--- src/rtl/trig_pulse_gen.sv ---
// Ultrasonic trigger driver: turns a request strobe into a fixed-width
// pulse followed by a hold-off, with one request slot queued while busy.
module trig_pulse_gen #(
  parameter int unsigned T_TRIG = 1250,
  parameter int unsigned T_HOLD = 7_500_000,
  parameter int unsigned CNT_W  = 23
) (
  input  logic clk,
  input  logic rst_n,
  input  logic start,
  output logic trig_out,
  output logic busy,
  output logic done,
  output logic overrun
);

  typedef enum logic [1:0] {
    IDLE,
    PULSE,
    HOLD
  } state_t;

  localparam logic [CNT_W-1:0] TRIG_LAST = CNT_W'(T_TRIG - 1);
  localparam logic [CNT_W-1:0] HOLD_LAST = CNT_W'(T_HOLD - 1);

  state_t           state_q, state_d;
  logic [CNT_W-1:0] cnt_q, cnt_d;
  logic             pend_q, pend_d;
  logic             trig_q, trig_d;
  logic             busy_q, busy_d;
  logic             done_q, done_d;
  logic             ovr_q, ovr_d;

  always_ff @(posedge clk or negedge rst_n) begin
    if (!rst_n) begin
      state_q <= IDLE;
      cnt_q   <= '0;
      pend_q  <= 1'b0;
      trig_q  <= 1'b0;
      busy_q  <= 1'b0;
      done_q  <= 1'b0;
      ovr_q   <= 1'b0;
    end else begin
      state_q <= state_d;
      cnt_q   <= cnt_d;
      pend_q  <= pend_d;
      trig_q  <= trig_d;
      busy_q  <= busy_d;
      done_q  <= done_d;
      ovr_q   <= ovr_d;
    end
  end

  always_comb begin
    state_d = state_q;
    cnt_d   = cnt_q;
    pend_d  = pend_q;
    trig_d  = trig_q;
    busy_d  = busy_q;
    done_d  = 1'b0;
    ovr_d   = 1'b0;
    unique case (state_q)
      IDLE: begin
        if (start) begin
          state_d = PULSE;
          cnt_d   = '0;
          trig_d  = 1'b1;
          busy_d  = 1'b1;
        end
      end
      PULSE: begin
        if (start) begin
          if (pend_q) ovr_d = 1'b1;
          else        pend_d = 1'b1;
        end
        if (cnt_q == TRIG_LAST) begin
          state_d = HOLD;
          cnt_d   = '0;
          trig_d  = 1'b0;
        end else begin
          cnt_d = cnt_q + 1'b1;
        end
      end
      HOLD: begin
        if (cnt_q == HOLD_LAST) begin
          done_d = 1'b1;
          cnt_d  = '0;
          // terminal cycle consumes start directly, no overrun here
          if (pend_q || start) begin
            state_d = PULSE;
            trig_d  = 1'b1;
            pend_d  = 1'b0;
          end else begin
            state_d = IDLE;
            busy_d  = 1'b0;
          end
        end else begin
          cnt_d = cnt_q + 1'b1;
          if (start) begin
            if (pend_q) ovr_d = 1'b1;
            else        pend_d = 1'b1;
          end
        end
      end
      default: begin
        state_d = IDLE;
        cnt_d   = '0;
        pend_d  = 1'b0;
        trig_d  = 1'b0;
        busy_d  = 1'b0;
      end
    endcase
  end

  assign trig_out = trig_q;
  assign busy     = busy_q;
  assign done     = done_q;
  assign overrun  = ovr_q;

endmodule

--- config.mk ---
export PLATFORM = sky130hd
export DESIGN_NAME = trig_pulse_gen
export DESIGN_NICKNAME = d
export VERILOG_FILES = /design/src/rtl/trig_pulse_gen.sv
export SDC_FILE = /design/constraint.sdc
export NUM_CORES = 1
export LEC_CHECK = 0
export ABC_AREA = 1
export CAP_MARGIN = 20
export CORE_ASPECT_RATIO = 1.1
export CORE_MARGIN = 5
export CORE_UTILIZATION = 61
export CTS_CLUSTER_SIZE = 40
export DETAILED_ROUTE_END_ITERATION = 7
export HOLD_SLACK_MARGIN = 0.06
export PLACE_DENSITY = 0.82
export SYNTH_ARGS = -nofsm -noshare
export SYNTH_HDL_FRONTEND = slang
export SYNTH_SLANG_ARGS = --single-unit
--- constraint.sdc ---
create_clock -name clk -period 1.9 [get_ports clk]
set_input_delay 0.285 -clock clk [delete_from_list [all_inputs] [get_ports clk]]
set_output_delay 0.285 -clock clk [all_outputs]
set_load 0.03 [all_outputs]
---- After elaboration in Yosys (flattened, before gate mapping) ----
Cells that the tools add are included.
storage, ports and cells
  register bits after elaboration ......... 30
  output and inout port bits .............. 4
  word-level logic and storage cells ...... 53
operators by class
  add/subtract/negate cells ............... 1
  eq/ne operators ......................... 10
  multiplexer cells ....................... 27
  bitwise logic cells ..................... 2
  reduce and logical (&&, ||, !) cells .... 6
operators by type and width
  cell                                                                count
  23-bit two-way mux                                                  3
  23-bit case mux with 3 select lines                                 1
  23-bit by 1-bit adder with 23-bit output (second input constant)    1
  23-bit by 11-bit == test with 1-bit output (second input constant)  1
  23-bit == test (second input constant)                              1
  1-bit two-way mux                                                   15
  2-bit inequality test (second input constant)                       5
  1-bit case mux with 3 select lines                                  3
  4-bit AND reduction                                                 2
  2-bit two-way mux                                                   3
  2-bit case mux with 3 select lines                                  1
  3-bit inequality test (second input constant)                       1
  3-bit AND reduction                                                 1
  2-bit by 1-bit == test with 1-bit output (second input constant)    1
  2-bit == test (second input constant)                               1
  2-bit logical NOT                                                   1
  1-bit inverter                                                      2
  1-bit case mux with 2 select lines                                  1
  2-bit AND reduction                                                 1
  1-bit logical OR                                                    1

---- Logic depth before layout (Yosys ltp) ----
  word-level depth ........................ 4
  gate-level depth with buffers ........... 10

---- Worst setup path after synthesis ----
OpenSTA, ideal clock, no wires.
  path type ............................... reg2reg
  start ................................... register state_q[0]
  end ..................................... register cnt_q[10]
  setup time .............................. 0.124 ns
  data arrival time ....................... 1.435 ns
  slack ................................... 0.341 ns
  cell stages (with the launch flop) ...... 9
  path buffers ............................ 1
  clock period less this slack ............ 1.559 ns
  cells stage by stage .................... dfrtp_1 > inv_1 > ha_1 > inv_1 > nor2_2 > inv_2 > buf_1 > nor2_1 > o21bai_2
between the ends
  longest elaborated chain between the ends .. 2
  elaborated cells between the ends (all ways) .. 5
  classes of those cells .................. 3 x eq/ne; 1 x mux; 1 x reduce/logical
RTL lines
  what                                                                                 RTL line  source
  start, declared                                                                      26        state_t state_q, state_d;
  start signal, assigned                                                               44        state_q <= state_d;
  2-bit == test (tied with other cells)                                                62        unique case (state_q)
  23-bit case mux with 3 select lines / 2-bit inequality test (equally long branches)  -
  end signal, assigned                                                                 45        cnt_q <= cnt_d;
  end, declared                                                                        27        logic [CNT_W-1:0] cnt_q, cnt_d;
Parallel ways exist; a longest one is shown, timed or not.
A chain may end at the register's enable or synchronous reset.

---- Worst setup path in the final report ----
  start ................................... register cnt_q[0]
  end ..................................... register cnt_q[1]
between the ends
  longest elaborated chain between the ends .. 3
  elaborated cells between the ends (all ways) .. 6
  classes of those cells .................. 1 x add/sub; 2 x eq/ne; 3 x mux
RTL lines
  what                                                              RTL line
  23-bit by 1-bit adder with 23-bit output (tied with other cells)  81, 98
  23-bit two-way mux, on equally long branches                      85, 76
  23-bit case mux with 3 select lines (*)                           62
Mark *: on every way between the ends. The rest lies on a longest branch, timed or not.

==> impl_metrics.tcl <==
set metrics [dict create \
    status "finished clean" \
    cts_buffers 5 \
    antenna_left 0 \
    hold_ws_ns 0.331 \
    cts_tree "built" \
    synth_simple_gate_area_share_pct 36.4 \
    syn_avg_cell_area_um2 7.24 \
    clock_path_buffers 2 \
    fin_tns_setup_ns 0 \
    holdCritPathClass "primary input to async pin" \
    cpMostUsedCell "nand2_4" \
    worst_pin_slew_ns 0.391 \
    clk_pin_slew_worst_paths_ns 0.10 \
    total_leakage_power_nw 1.05 \
    grtUsageTotal_pct 21.0 \
    fin_worst_skew_ns 0.00937 \
    syn_to_final_growth_pct 8.76 \
    ys_types 26 \
    final_cells 349 \
    crit_fanout 13 \
    hold_viol_final 0 \
    irDropWorstVdd_mv 0.997 \
    initialDrtViolationCount 139 \
    place.gp.congestion 0.929 \
    overflow 0 \
    period_needed_ns 1.74 \
    cts_hold_buf 0 \
    antenna_found_initial 0 \
    cp-start-kind "flip-flop" \
    power_density_nw_per_um2 909 \
    wirelength_um 4170 \
    drive_gt1_share_pct 12.6 \
    synth_mux_area_share_pct 0 \
    io_pins 7 \
    start_util_pct 62.6 \
    path_class "flip-flop to flip-flop" \
    cp-end-kind "flip-flop" \
    timing.fmax_mhz 575 \
    nets 309 \
    dr_total_vias 1783 \
    critPathMaxStageDelay_ns 0.42 \
    ys_ff_latch 30 \
    core_um2 3330 \
    avgRoutedWirePerCell_um 11.9 \
    routed_via_density 5.11 \
    maxCapViolations 0 \
    maxSlewViolCount 0 \
    syn-num-nets 297 \
    dp_hpwl_um 3010 \
    synthAdderAreaFrac_pct 3.60 \
    dr.pass1.iters 4 \
    path_cells "ha_2 -> nand4_1 -> nor2_1 -> nand3_2 -> nand2_4 -> nand2_4 -> nand2_8 -> o21bai_1" \
    max-slew-margin-rel_pct 73.9 \
    yosys_warnings 0 \
    clockRootBuffer "clkbuf_4" \
    diodes 0 \
    clock-sinks 30 \
    grt_max_degree 31 \
    htree_num_levels 2 \
    syn-cell-area_um2 2090 \
    drcViolationCount 0 \
    port-buffer-count 6 \
    multi_input_area_um2 1160 \
    r2r_slack_ns 0.16 \
    rsz0062_at_grt "false" \
    insertion_delay_ns 0.34 \
    synth_top_family_by_area "simple AND/OR/NAND/NOR gates" \
    synth_xor_area_share_pct 5.04 \
    synth_cells 288 \
    worstPathArrival_ns 1.96 \
    row_count 22 \
    grt_pass1_vias 1801 \
    regArea_um2 751 \
    die_area_um2 4690 \
    seq_area_frac_synth_pct 36.0 \
    die_h_um 71.3 \
    finalSetupViolCount 0 \
    worst_path_max_delay_cell "dfrtp_1" \
    fillers 303 \
    fin_crit_sh_pct 91.5 \
    synth-compound-area-share_pct 9.96 \
    grt_pass1_wl_um 7750 \
    die_x_um 65.8 \
    dp.cells 340 \
    cp_data_required_time_ns 2.12 \
]
flip-flops by register name (all words and copies together), names as in the netlist:
name and count:
cnt_q 23, state_q 2, overrun 1, busy 1
pend_q 1, done 1, trig_out 1
path summary, 6_finish.rpt:
| kind | from | endpoint | depth (start not counted) |
|---|---|---|---|
| max | cnt_q[0]$_DFFE_PN0N_ | cnt_q[1]$_DFFE_PN0N_ | 8 |
| max reg2reg | cnt_q[0]$_DFFE_PN0N_ | cnt_q[1]$_DFFE_PN0N_ | 8 |
| min in group clk | trig_out$_DFFE_PN0P_ | trig_out$_DFFE_PN0P_ | 2 |
| max in group asynchronous | rst_n | cnt_q[4]$_DFFE_PN0N_ | 2 |
| min | rst_n | cnt_q[17]$_DFFE_PN0N_ | 2 |
| min reg2reg | trig_out$_DFFE_PN0P_ | trig_out$_DFFE_PN0P_ | 2 |
cells in the final DEF (no fill, tap or decap), drive strengths merged:
| cell type | netlist | layout |
|---|---|---|
| o21ai | 11 | 11 |
| nand3b | 2 | 2 |
| xnor2 | 2 | 2 |
| nor3 | 3 | 3 |
| nand3 | 31 | 31 |
| dfrtp | 30 | 30 |
| buf | 4 | 4 |
| clkinv | 0 | 1 |
| clkbuf | 1 | 6 |
| nor3b | 1 | 1 |
| ha | 6 | 6 |
| xor2 | 10 | 10 |
| nand2 | 76 | 76 |
| clkdlybuf4s50 | 0 | 6 |
| o21bai | 14 | 14 |
| clkinvlp | 0 | 1 |
| nor2 | 54 | 54 |
| a21oi | 2 | 2 |
| nand4 | 4 | 4 |
| inv | 37 | 37 |
area by class of cell:
| cell class | count | area share [%] |
|---|---|---|
| well taps | 48 | 2.65 |
| clock inverters | 2 | 0.552 |
| flip-flops and latches | 30 | 33.1 |
| inverters | 37 | 6.12 |
| clock buffers | 6 | 2.26 |
| multi-input cells | 216 | 51.4 |
| repair buffers | 10 | 3.97 |
where the power goes:
group / switching (mW) / leakage, nW / internal [mW]
Sequential: 0.0505 / 0.412 / 0.704
Clock: 0.240 / 0.0343 / 0.178
Combinational: 0.608 / 0.607 / 0.282
worst max-delay path, delay by kind of cell (launching register included):
kind | cells | cell delay, ns
AND/OR/NAND/NOR | 6 | 0.90
flip-flops | 1 | 0.42
adder cells (fa/ha/maj) | 1 | 0.22
AO/OA/AOI/OAI | 1 | 0.08
routing by layer:
| metal | wire length, um | global-route usage (%) |
|---|---|---|
| met1 | 1960 | 27.3 |
| met2 | 2050 | 35.5 |
| met3 | 126 | 4.39 |
| met4 | 38 | 4.84 |
| met5 | 0 | 0 |
what timing repair did:
item                                    CTS  global route
setup buffers                             0             1
endpoints found under the setup margin    0            14
resized for setup                         0             4
Yosys cell counts (all sizes together):
master,number,area share (%)
buf,4,2.2
nor3,3,0.72
inv,37,6.7
nand3,31,7.9
nor2,54,11
xnor2,2,0.84
o21ai,11,2.6
nand3b,2,0.72
ha,6,3.6
xor2,10,4.2
clkbuf,1,0.18
nand2,76,15
o21bai,14,6.8
nor3b,1,0.36
nand4,4,1.2
a21oi,2,0.48
dfrtp,30,36
kinds of logic after synthesis:
family                     after synthesis
and+or+nand+nor                        171
buffers and inverters                   42
DFF                                     30
AOI/OAI and AO/OA                       27
xor gates and xnor gates                12
adders and majority gates                6
stage by stage:
step | total power, mW | cell area [um^2] | utilization (%) | setup WS [ns]
floorplan | 1.47 | 2090 | - | 0.341
global placement | 1.60 | 2180 | 65.4 | 0.123
detailed placement | 1.61 | 2180 | 65.4 | 0.103
CTS | 2.03 | 2240 | 67.3 | 0.0658
global route | 2.26 | 2270 | 68.1 | 0.0187
finish | 2.06 | 2270 | 68.1 | 0.161
(Power assumes the default switching activity.)
